### src/rtl/key_schedule_ctrl.sv
// key_schedule_ctrl: iterative AES key expansion, one 32-bit word per clock.
// SubWord is computed by an external combinational 4-lane S-box. The schedule
// is held in a register array and read out one 128-bit round key at a time.
//
// Handshake: start is a one-cycle request that is accepted only in IDLE; busy
// is high for every EXPAND cycle; done pulses for exactly one cycle (DONE)
// after the last word is written, together with rk_valid rising. rk_valid then
// holds until the next accepted start or reset. Starts seen outside IDLE are
// dropped; there is no queueing.
module key_schedule_ctrl #(
  parameter int NK = 4
) (
  input  logic                clk,
  input  logic                reset_n,
  input  logic                start,
  input  logic [0:32*NK-1]    key_in,
  output logic                busy,
  output logic                done,
  output logic                rk_valid,
  output logic [0:31]         sbox_word_out,
  input  logic [0:31]         sbox_word_in,
  input  logic [0:3]          rk_rd_round,
  output logic [0:127]        rk_rd_data,
  output logic [1:0]          o_dbg_state
);

  localparam int NR    = NK + 6;
  localparam int TOTAL = 4 * (NR + 1);

  localparam logic [5:0] NK_I   = 6'(NK);
  localparam logic [5:0] LAST_I = 6'(TOTAL - 1);
  localparam logic [2:0] NK_M1  = 3'(NK - 1);
  localparam logic [3:0] NR_R   = 4'(NR);

  typedef enum logic [1:0] {
    S_IDLE   = 2'd0,
    S_EXPAND = 2'd1,
    S_DONE   = 2'd2
  } state_t;

  state_t       r_state;
  state_t       w_state_next;
  logic [0:31]  r_w [0:TOTAL-1];
  logic [5:0]   r_i;
  logic [2:0]   r_mod;
  logic [7:0]   r_rcon;
  logic         r_valid;

  logic         w_load;
  logic         w_expand;
  logic         w_use_rot;
  logic         w_use_sub;
  logic [0:31]  w_prev;
  logic [0:31]  w_back;
  logic [0:31]  w_t;
  logic [0:31]  w_new;
  logic [7:0]   w_rcon_next;
  logic         w_rd_ok;
  logic [5:0]   w_rd_base;

  assign w_load   = (r_state == S_IDLE) && start;
  assign w_expand = (r_state == S_EXPAND);

  // State register; reset aborts any expansion in flight.
  always_ff @(posedge clk) begin
    if (!reset_n) r_state <= S_IDLE;
    else          r_state <= w_state_next;
  end

  // Next-state logic.
  always_comb begin
    w_state_next = r_state;
    unique case (r_state)
      S_IDLE:   if (start) w_state_next = S_EXPAND;
      S_EXPAND: if (r_i == LAST_I) w_state_next = S_DONE;
      S_DONE:   w_state_next = S_IDLE;
      default:  w_state_next = S_IDLE;
    endcase
  end

  // Word recurrence: choose t from i mod NK and drive the external S-box.
  always_comb begin
    w_prev        = r_w[r_i - 6'd1];
    w_back        = r_w[r_i - NK_I];
    w_use_rot     = (r_mod == 3'd0);
    w_use_sub     = (NK == 8) && (r_mod == 3'd4);
    sbox_word_out = '0;
    w_t           = w_prev;
    if (w_expand && w_use_rot) begin
      sbox_word_out = {w_prev[8:31], w_prev[0:7]};
      w_t           = sbox_word_in ^ {r_rcon, 24'h0};
    end else if (w_expand && w_use_sub) begin
      sbox_word_out = w_prev;
      w_t           = sbox_word_in;
    end
    w_new       = w_back ^ w_t;
    w_rcon_next = {r_rcon[6:0], 1'b0} ^ (r_rcon[7] ? 8'h1b : 8'h00);
  end

  // Word index, i mod NK wrap counter, Rcon and the valid flag.
  always_ff @(posedge clk) begin
    if (!reset_n) begin
      r_i     <= '0;
      r_mod   <= '0;
      r_rcon  <= 8'h01;
      r_valid <= 1'b0;
    end else if (w_load) begin
      r_i     <= NK_I;
      r_mod   <= '0;
      r_rcon  <= 8'h01;
      r_valid <= 1'b0;
    end else if (w_expand) begin
      r_i   <= r_i + 6'd1;
      r_mod <= (r_mod == NK_M1) ? 3'd0 : r_mod + 3'd1;
      if (w_use_rot) r_rcon <= w_rcon_next;
      if (r_i == LAST_I) r_valid <= 1'b1;
    end
  end

  // Word array: key words on load, one expanded word per EXPAND cycle.
  always_ff @(posedge clk) begin
    if (w_load) begin
      for (int k = 0; k < NK; k++) r_w[k] <= key_in[32*k +: 32];
    end else if (w_expand) begin
      r_w[r_i] <= w_new;
    end
  end

  // Round-key read port; index clamped so out-of-range rounds never index past the array.
  always_comb begin
    w_rd_ok    = r_valid && (rk_rd_round <= NR_R);
    w_rd_base  = {(w_rd_ok ? rk_rd_round : 4'd0), 2'b00};
    rk_rd_data = '0;
    if (w_rd_ok)
      rk_rd_data = {r_w[w_rd_base], r_w[w_rd_base + 6'd1],
                    r_w[w_rd_base + 6'd2], r_w[w_rd_base + 6'd3]};
  end

  assign busy        = w_expand;
  assign done        = (r_state == S_DONE);
  assign rk_valid    = r_valid;
  assign o_dbg_state = r_state;

endmodule

### config.mk
export PLATFORM = sky130hd
export DESIGN_NAME = key_schedule_ctrl
export DESIGN_NICKNAME = d
export VERILOG_FILES = /design/src/rtl/key_schedule_ctrl.sv
export SDC_FILE = /design/constraint.sdc
export NUM_CORES = 2
export LEC_CHECK = 0
export CORE_MARGIN = 3
export CORE_UTILIZATION = 25
export CTS_CLUSTER_DIAMETER = 150
export DETAILED_ROUTE_END_ITERATION = 10
export PLACE_DENSITY_LB_ADDON = 0.3
export SYNTH_ARGS = -nofsm -noshare
export SYNTH_HDL_FRONTEND = slang
export SYNTH_SLANG_ARGS = --single-unit
### constraint.sdc
create_clock -name clk -period 4.6 [get_ports clk]
set_input_delay 0.46 -clock clk [delete_from_list [all_inputs] [get_ports clk]]
set_output_delay 0.46 -clock clk [all_outputs]
set_load 0.005 [all_outputs]
==> metrics <==
status=finished, violations left; failing checks=setup timing; Hold WC Path Type=input port to flop; vias in the first global route=64980; worst flop-to-flop path startpoint=r_i[1]; Core Util, Final=0.3099; Worst EP arrival=4150 ps; first-pass GRT wire length=578.9 mm; initial antenna violation count=65; Worst path max stage delay=550 ps; die width=576.6 um; Layout Nets=6651; clock net sink count=1428; dpl hpwl=288.0 mm; Worst Tran Pin Value=1290 ps; Core Area=322400 sq um; Synth top area share=0.5194; Hold Crit Start=key_in[69]; # rows=208; Post-Syn Area=81400 sq um; clock latency on the worst-skew pair=880 ps; Port Buf Inserts=331; Final Slew Violations=0; post-placement cell count=10530; WS Path Type=flop to output port; sequential element share of the synthesized area=0.5243; cts bufs inserted=168; Final ANT Viol Nets=0; CTS tree=yes; pwr dens=374.1 nW/um^2; Critical Path RT=4140 ps; unrepaired setup endpoints after global routing=yes; Non-Filler Instances=10920; critical path, cell by cell=inv_4 > ha_4 > xor2_4 > buf_4 > nor2_4 > buf_4 > buf_12 > a221o_1 > a222oi_1 > and3_2 > clkdlybuf4s50_1; Yosys Warn Count=0; Final setup violation count=1; flop and latch count out of synthesis=1428; hold depth=3; CTS Buffer Depth=4; Worst Skew=70.04 ps; CP max-delay cell=clkdlybuf4s50_1; Post-Syn Nets=6213; post-route setup slack=-9.717 ps; vias per std cell=6.289; Top FF cell, synth=edfxtp_1; MaxCap Viol Count=0; final total power=37.38 mW; relative slew slack=0.1399; DRC viols=0; Worst Hold End=r_w[2][26]; largest cells by area after synthesis=edfxtp_1 (52%), mux4_2 (13%), mux2_2 (4.5%), mux2i_1 (3.9%), a21oi_1 (2.9%); Final Wtd Congestion=0.9492; Initial DRC Count=11400; Worst setup EP type=output port; Synth cell types=82; Total Routed Length=437.8 mm; EDFF count, synth=1408; Syn Area/Cell=13.48 sq um; Mapped Cells=6039; commonest non-fill, non-tap cell in the layout=edfxtp_1; Placed Area=92910 sq um; Pleak=31.03 nW; layout cells sized above 1=0.2776; most frequent cells in the layout=edfxtp_1 (1408), a21oi_1 (473), mux4_2 (464); GRT overflow=0; DR vias=68650; crit share post-route=1.002; CTS root buf=clkbuf_16; worst vdd ir=0.3031 mV; critical path launch point type=flop; cell taking the most area after synthesis=edfxtp_1; CTS H-tree depth=4; clock slew at reported path FFs=70 ps; CTS Hold Bufs=0; Hold Fails Final Rpt=0; Finished Cell Area=99940 sq um; reg-to-reg setup timing slack=10 ps; Initial DRT Pass Iterations=6; hold slack=268.3 ps; Max Freq=216.9 MHz; pin count of the biggest net entering global routing=167; Ports=332; Area Overhead vs Synth=22.77%; FF-to-FF path depth=10; Initial Utilization=0.2524; worst r2r dst=r_w[3][6]; most frequent CP cell=buf_4; Die Ht=576.6 um; CP max FO=20; Synth async-reset ratio=0; die area=332500 sq um; min cycle time layout=4610 ps; average wire per standard cell=40.10 um; Total GRT Usage=0.2511
[metal layers]
layer  routed length, um  part of all wire  GRT usage  vias to the layer above
li1                    -                 -          -                    26020
met1              155600              0.36     0.3053                    35270
met2              196200              0.45     0.3939                     5993
met3               50560              0.12    0.06606                     1356
met4               35300             0.081     0.1621                       18
met5                 108           0.00025          0                        -
[sequential cells by signal, summed over array words and instances (netlist names)]
register     count
r_w           1408
o_dbg_state      2
r_i              6
r_rcon           8
rk_valid         1
r_mod            3
[power breakdown]
group / internal, mW / switching, mW / total (mW)
Sequential: 15.9 / 0.257 / 16.1
Clock: 7.50 / 5.74 / 13.2
Combinational: 2.69 / 5.33 / 8.02
Total: 26.1 / 11.3 / 37.4
[worst max-delay path: cells and delay by family, from the launching register on]
kind | cells | cell delay [ps]
buffers and inverters | 5 | 1200
AND/OR/NAND/NOR | 2 | 380
flip-flops | 1 | 380
AO/OA/AOI/OAI | 2 | 810
adder cells (fa/ha/maj) | 1 | 210
XOR/XNOR | 1 | 220
[synthesized netlist by cell type, types with 9 or more instances]
master and number:
o21ai_0 82, nand3_1 65, nand2_1 405, o22a_1 10
buf_4 65, and3_1 31, o221ai_1 151, nor2b_1 144
dfxtp_1 20, a211oi_1 291, buf_2 186, clkbuf_1 330
a221oi_1 211, edfxtp_1 1408, mux2i_1 318, xnor2_2 17
buf_1 30, a22oi_1 203, nand2b_1 9, a222oi_1 24
buf_6 24, a221o_1 58, nor3_1 18, xnor2_1 17
o22ai_1 190, a31oi_1 32, mux2_2 323, a22oi_2 21
xor2_1 12, o32ai_1 15, a21oi_1 477, inv_1 31
o21ai_1 9, mux4_2 464, o2111ai_1 27, nor2_1 182
[kinds of logic (layout without fill, tap and decap cells)]
logic type,Yosys count,in the layout,synth area share
other,0,12,0
multiplexers,1112,1112,0.2131
flip-flops,1428,1428,0.5243
adder cells (fa/ha/maj),7,7,0.001076
AO/OA/AOI/OAI,1877,1877,0.1639
buffers and inverters,669,1230,0.03892
AND/OR/NAND/NOR,892,892,0.04996
XOR/XNOR,54,54,0.008669
[how the worst max path moves through the flow]
stage | cells after the start | from | to
after global placement | 11 | rk_rd_round[2] | rk_rd_data[48]
after detailed placement | 11 | rk_rd_round[2] | rk_rd_data[48]
after floorplan | 15 | r_i[1] | r_w[3][9]
after CTS | 10 | r_i[1] | sbox_word_out[8]
final | 11 | r_i[0] | sbox_word_out[16]
after global routing | 12 | r_i[0] | sbox_word_out[11]
[metrics by stage]
stage / worst slack (ps) / TNS [ps]
floorplan: 178.3 / 0
global placement: -37.32 / -37.32
detailed placement: -85.77 / -85.77
CTS: -26.93 / -64.36
global route: -15.82 / -44.18
finish: -9.717 / -9.717
[what timing repair did]
action                                  in CTS  in global routing
pin swaps                                   24                 28
setup buffers                               45                 26
endpoints found under the setup margin     128                 30
gates cloned                                 7                  6
resized for setup                          136                 44
[final cells by class]
class                      count  area, sq um
multi-input combinational   3942        36810
clock buffer                 198         4327
sequential                  1428        42690
inverter                      34        135.1
antenna                       12        30.03
fill                       31930       222500
timing repair buffer         903         9692
tap                         4305         5386
clock inverter                95        863.3
Power figures use the tool's default switching activity.
